### src/rtl/alu_arbiter.sv
// Round-robin front end sharing one combinational ALU between two requesters,
// with a private carry flag per requester and a registered, tagged response.
module alu_arbiter #(
    parameter logic FIRST_PRIO = 1'b0
) (
    input  logic        clk,
    input  logic        reset,
    input  logic [1:0]  req_valid,
    output logic [1:0]  req_ready,
    input  logic [15:0] req_op,
    input  logic [63:0] req_a,
    input  logic [63:0] req_b,
    output logic [31:0] alu_a,
    output logic [31:0] alu_b,
    output logic [7:0]  alu_op,
    output logic        alu_carry_in,
    input  logic [31:0] alu_c,
    input  logic        alu_carry_out,
    input  logic        alu_zero,
    input  logic        alu_neg,
    output logic        rsp_valid,
    input  logic        rsp_ready,
    output logic        rsp_id,
    output logic [31:0] rsp_c,
    output logic        rsp_carry,
    output logic        rsp_zero,
    output logic        rsp_neg,
    output logic        rsp_illegal
);

    typedef enum logic [1:0] {IDLE, EXEC, RESP} state_t;

    state_t      state_q, state_d;
    logic        winner, accept, exec, illegal;
    logic        last_grant_q, id_q;
    logic [1:0]  carry_q;
    logic [7:0]  op_q;
    logic [31:0] a_q, b_q;
    logic [31:0] rsp_c_q;
    logic        rsp_id_q, rsp_carry_q, rsp_zero_q, rsp_neg_q, rsp_illegal_q;

    // Sole requester wins; on a tie the one not granted last time wins.
    always_comb begin
        unique case (req_valid)
            2'b01:   winner = 1'b0;
            2'b10:   winner = 1'b1;
            2'b11:   winner = ~last_grant_q;
            default: winner = 1'b0;
        endcase
    end

    always_ff @(posedge clk or posedge reset) begin
        if (reset) state_q <= IDLE;
        else       state_q <= state_d;
    end

    always_comb begin
        state_d = state_q;
        unique case (state_q)
            IDLE:    if (|req_valid) state_d = EXEC;
            EXEC:    state_d = RESP;
            RESP:    if (rsp_ready) state_d = IDLE;
            default: state_d = IDLE;
        endcase
    end

    always_comb begin
        accept    = 1'b0;
        exec      = 1'b0;
        rsp_valid = 1'b0;
        req_ready = 2'b00;
        unique case (state_q)
            IDLE: begin
                accept    = |req_valid;
                req_ready = req_valid & {winner, ~winner};
            end
            EXEC:    exec = 1'b1;
            RESP:    rsp_valid = 1'b1;
            default: ;
        endcase
    end

    always_comb begin
        illegal = !((op_q <= 8'd8) || (op_q == 8'd12) || (op_q == 8'd13));
    end

    always_ff @(posedge clk or posedge reset) begin
        if (reset) begin
            last_grant_q  <= ~FIRST_PRIO;
            id_q          <= 1'b0;
            op_q          <= 8'd0;
            a_q           <= 32'd0;
            b_q           <= 32'd0;
            carry_q       <= 2'b00;
            rsp_id_q      <= 1'b0;
            rsp_c_q       <= 32'd0;
            rsp_carry_q   <= 1'b0;
            rsp_zero_q    <= 1'b0;
            rsp_neg_q     <= 1'b0;
            rsp_illegal_q <= 1'b0;
        end else begin
            if (accept) begin
                op_q         <= winner ? req_op[15:8]  : req_op[7:0];
                a_q          <= winner ? req_a[63:32]  : req_a[31:0];
                b_q          <= winner ? req_b[63:32]  : req_b[31:0];
                id_q         <= winner;
                last_grant_q <= winner;
            end
            if (exec) begin
                rsp_c_q       <= alu_c;
                rsp_carry_q   <= alu_carry_out;
                rsp_zero_q    <= alu_zero;
                rsp_neg_q     <= alu_neg;
                rsp_id_q      <= id_q;
                rsp_illegal_q <= illegal;
                carry_q[id_q] <= alu_carry_out;
            end
        end
    end

    assign alu_a        = a_q;
    assign alu_b        = b_q;
    assign alu_op       = op_q;
    assign alu_carry_in = carry_q[id_q];

    assign rsp_id      = rsp_id_q;
    assign rsp_c       = rsp_c_q;
    assign rsp_carry   = rsp_carry_q;
    assign rsp_zero    = rsp_zero_q;
    assign rsp_neg     = rsp_neg_q;
    assign rsp_illegal = rsp_illegal_q;

endmodule
### config.mk
export PLATFORM = sky130hd
export DESIGN_NAME = alu_arbiter
export DESIGN_NICKNAME = d
export VERILOG_FILES = /design/src/rtl/alu_arbiter.sv
export SDC_FILE = /design/constraint.sdc
export NUM_CORES = 1
export LEC_CHECK = 0
export ABC_AREA = 0
export BUFFER_PORTS_ARGS = -buffer_cell sky130_fd_sc_hd__buf_2
export CAP_MARGIN = 40
export CORE_AREA = 2 2 114 116
export DETAILED_ROUTE_END_ITERATION = 16
export DIE_AREA = 0 0 116 118
export HOLD_SLACK_MARGIN = 0.08
export PLACE_DENSITY = 0.78
export SETUP_SLACK_MARGIN = 0.2
export SYNTH_ARGS = -nofsm -noshare
export SYNTH_HDL_FRONTEND = slang
export SYNTH_SLANG_ARGS = --single-unit
### constraint.sdc
create_clock -name clk -period 11.77 [get_ports clk]
set_input_delay 2.354 -clock clk [delete_from_list [all_inputs] [get_ports clk]]
set_output_delay 2.354 -clock clk [all_outputs]
set_load 0.01 [all_outputs]
Yosys cells after proc, flatten, opt, wreduce, memory -nomap -nowiden
Index checks and enable logic that the tools add are counted.
{"block": "totals", "regBits": 115, "latchBits": 0, "ramBits": 0, "mem_bits_ro": 0, "inputBits": 184, "out_inout_bits": 113, "wordCells": 50, "memories": 0}
{"block": "classes", "addsub": 0, "mul": 0, "div_mod_pow": 0, "magnitude_cmp": 3, "n_eq_ne": 8, "shifts": 0, "muxes": 16, "n_bitwise": 3, "n_reduce_logical": 7}
{"op": "2-to-1 mux 32 bit", "n": 2}
{"op": "equality test 8 x 4 -> 1 bit, second input constant", "n": 2}
{"op": "less-or-equal comparator 8 x 4 -> 1 bit, second input constant", "n": 1}
{"op": "2-to-1 mux 8 bit", "n": 1}
{"op": "equality test 2 bit, second input constant", "n": 3}
{"op": "2-to-1 mux 1 bit", "n": 6}
{"op": "2-to-1 mux 2 bit", "n": 3}
{"op": "one-hot mux 2 bit (3 select lines)", "n": 1}
{"op": "inequality test 2 bit, second input constant", "n": 2}
{"op": "bitwise AND 2 bit", "n": 1}
{"op": "bitwise mux 2 bit", "n": 1}
{"op": "equality test 2 x 1 -> 1 bit, second input constant", "n": 1}
{"op": "zero test 2 bit", "n": 1}
{"op": "logical OR 1 bit", "n": 2}
{"op": "< comparator 1 x 2 -> 1 bit, second input constant", "n": 1}
{"op": "inverter 1 bit", "n": 2}
{"op": "one-hot mux 1 bit (2 select lines)", "n": 1}
{"op": "AND reduction 2 bit", "n": 1}
{"op": "OR reduction 2 bit", "n": 1}
{"op": "demux 1 bit (select 1 bit)", "n": 1}
{"op": "greater-or-equal comparator 1 bit, second input constant", "n": 1}
{"op": "logical AND 1 bit", "n": 1}
{"op": "zero test 1 bit", "n": 1}

Depth between registers and ports, before layout
{"block": "logic_depth", "depth_word": 5, "ltp_mapped": 5}

Worst setup path after synthesis
Ideal clock, no wire load.
{"block": "synth_path", "path_type": "input to output", "from": "in req_valid[1]", "to": "out req_ready[1]", "arrival_ps": 3152, "required_time_ps": 9416, "slack_ps": 6264, "cell_stages": 4, "path_buffers": 2, "cell_sequence": "a21bo_2 > buf_6 > buf_6 > nor3_1"}
{"block": "synth_via", "elab_chain_cells": 4, "word_cells_on_any_way": 5}
{"item": "from (decl)", "line": "8", "source": "input logic [1:0] req_valid,"}
{"item": "equality test 2 bit", "line": "44", "source": "unique case (req_valid)"}
{"item": "one-hot mux 1 bit (2 select lines)", "line": "44"}
{"item": "bitwise AND 2 bit (*)", "line": "75", "source": "req_ready = req_valid & {winner, ~winner};"}
{"item": "2-to-1 mux 2 bit (*)", "line": "72", "source": "unique case (state_q)"}
{"item": "to (decl)", "line": "9", "source": "output logic [1:0] req_ready,"}
Every way passes the cells marked *; elsewhere a longest branch is shown, timed or not.

Worst setup path in the final report
{"block": "layout_path", "from": "in req_valid[1]", "to": "out req_ready[0]"}
{"block": "layout_via", "elab_chain_cells": 5, "word_cells_on_any_way": 6}
{"item": "equality test 2 bit", "line": "44"}
{"item": "one-hot mux 1 bit (2 select lines) (*)", "line": "44"}
{"item": "inverter 1 bit (*)", "line": "75"}
{"item": "bitwise AND 2 bit (*)", "line": "75"}
{"item": "2-to-1 mux 2 bit (*)", "line": "72"}
Marks and branches as above.

==> reports/metrics.cfg <==
[sta]
tightest_slew_ps = 770
finalHoldViolations = 0
rsz0062_at_grt = false
layout_min_cycle_time_ps = 5620
fin_crit_sh_pct = 47.7
finalMaxSlewViolations = 0
fin_skew_ps = 11.1
fmax_mhz = 178
setup-violations-final = 0
relSlewSlack_pct = 48.7
hold_ws_ps = 467
fin_tns_setup_ps = 0

[logic_synthesis]
synthDominantCellAreaShare_pct = 52.4
yosysSeqAreaShare_pct = 52.9
yosys_warnings = 0
ys_types = 23
synth_top_area_cell = dfrtp_1
synth-seq-cells = 115
synth_area_leaders = dfrtp_1 (52%), mux2_2 (18%), mux2_4 (16%)
syn_avg_cell_area_um2 = 13.1
syn_inst = 415
synthesis.nets = 599
synthesis.area_um2 = 5440

[clock_tree]
cts.repair.resized = 0
clockRootBuffer = clkbuf_16
cts_buffer_depth = 2
cts_sinks = 115
post_cts_buffers = 0
hold_buffers = 0
clkLatencyLatePin_ps = 410
cts_made_buffers = 17
htreeDepth = 4
cts_tree = built
clkTransAtPathRegs_ps = 50

[cells_and_area]
fillCellCount = 1015
regArea_um2 = 2880
layout_commonest_cell = buf_2
drive_gt1_share_pct = 66.4
layout_common_cells = buf_2 (296), dfrtp_1 (114), nand2_1 (108), mux2_2 (89), mux2_4 (58)
syn_to_final_growth_pct = 39.8
multi_input_area_um2 = 2400
fin_cells = 896
diodes = 0
fin_nets = 896

[critical_path]
critPathBufInv = 3
crit_path_end_kind = output port
r2r_start = last_grant_q
path_cells = buf_2, a21bo_4, buf_4, and3_1, buf_2
critPathMaxStageDelay_ps = 310
regToRegEndpoint = alu_a[29]
cp_max_fo = 12
ff2ff_path_depth = 5
crit_path_start_kind = input pin
cp_data_arrival_time_ps = 3260
critPathSlowestCell = a21bo_4
crit_top_cell = buf_2
worst-setup-path-type = in2out
reg2reg_slack_ps = 9610
cp_top_family = buffers and inverters
required_ps = 9420

[floorplan]
placementRows = 41
core_area_um2 = 12400
die_y_um = 118
initial_core_util_pct = 43.9
die_width_um = 116
dieArea_um2 = 13700
num_io_pins = 297

[routing]
via_count = 4249
remaining_drc_errors = 0
drt_iter0_markers = 224
via_per_inst = 4.74
wirelength_um = 13800
final_antenna_net_count = 0
drt_pass1_iterations = 4
routedWlPerCell_um = 15.4

[power]
power_frac_clock_pct = 22.7
pwr-share-seq_pct = 35.3
power_switching_uw = 689
sw_frac_of_total_pct = 34.3
ir_worst_vdd_uv = 144
p_int_uw = 1320
power_frac_comb_pct = 41.9
power_density_nw_per_um2 = 264
p_leak_uw = 0.00407

[placement]
dpl.cell_count = 865
routabilityCongestion = 0.867
dpl.hpwl_um = 10300
place.port_buffers = 296

[grt]
grt_max_degree = 63
grt_antenna_before_repair = 0
grt_first_pass_wirelength_um = 21300
grt_usage_pct = 20.4
grt_pass1_vias = 4423
overflow = 0

[worst_hold_path]
hold_end = rsp_c[22]
holdCritStartpoint = rsp_c[22]
min_delay_path_depth = 2
hp-class = reg2reg

[status]
status = finished clean

[run]
maxCapViolCount = 0

[logic make-up after synthesis]
kind of cell           synth area share, %
multiplexers                          34.4
AND/OR/NAND/NOR                       8.43
flip-flops                            52.9
buffers and inverters                 3.31
AO/OA/AOI/OAI                        0.965
[through the flow]
| step | setup slack, ps | cell area (µm²) | utilization (%) | total power (µW) |
|---|---|---|---|---|
| floorplan | 6260 | 5440 | - | 1230 |
| global placement | 5460 | 7020 | 56.6 | 1520 |
| detailed placement | 6140 | 7080 | 57.0 | 1560 |
| CTS | 6130 | 7610 | 61.3 | 2030 |
| global route | 6080 | 7610 | 61.3 | 2130 |
| finish | 6150 | 7610 | 61.3 | 2010 |
[per-layer routing]
metal	up-vias	global-route usage, %	routed length [µm]
met4	0	10.1	481
met2	189	35.1	6960
li1	2003	-	-
met5	-	0	0
met1	2019	21.7	5380
met3	38	7.26	991
[sequential cells by signal, indices dropped and copies added (netlist names)]
signal,flops
alu_a,32
alu_b,32
alu_op,8
carry_q,2
id_q,1
last_grant_q,1
rsp_c,32
rsp_carry,1
rsp_id,1
rsp_illegal,1
rsp_neg,1
rsp_zero,1
state_q,2
[how the worst max path moves through the flow]
stage | end | startpoint | cells after the start | slack, ps
after detailed placement | req_ready[0] | req_valid[1] | 5 | 6140
final | req_ready[0] | req_valid[1] | 5 | 6150
after floorplan | req_ready[1] | req_valid[1] | 4 | 6260
after CTS | req_ready[0] | req_valid[1] | 5 | 6130
after global placement | req_ready[0] | req_valid[1] | 5 | 5460
after global routing | req_ready[0] | req_valid[1] | 5 | 6080
[cell type report]
type,instances,share of cell area [%]
Clock buffer,26,6.69
Clock inverter,5,0.329
Inverter,3,0.181
Multi-Input combinational cell,273,31.6
Sequential cell,115,37.8
Tap cell,172,2.83
Timing Repair Buffer,302,20.6
[tightest hold or removal path: stages (launching register included)]
cell and delay (ps):
dfrtp_1 330, nand2_1 50, nand2_1 60
[power by group through the flow]
stage                     logic (µW)  clock network, µW  registers [µW]
after global placement           814                  0             703
after CTS                        853                466             710
final                            841                456             709
after global routing             911                488             734
after detailed placement         849                  0             713
after floorplan                  437                  0             795
[synthesized netlist by cell type (all sizes together)]
cell	instances
nand2b	2
buf	19
o21bai	1
nor2	3
o21ai	2
mux2	147
o21a	1
nand2	108
nor4	1
inv	3
dfrtp	114
a21bo	1
a31oi	2
and3	1
dfstp	1
nor2b	2
clkbuf	5
nor3	1
a21oi	1
Note: power is estimated with default switching activity, not from simulation.
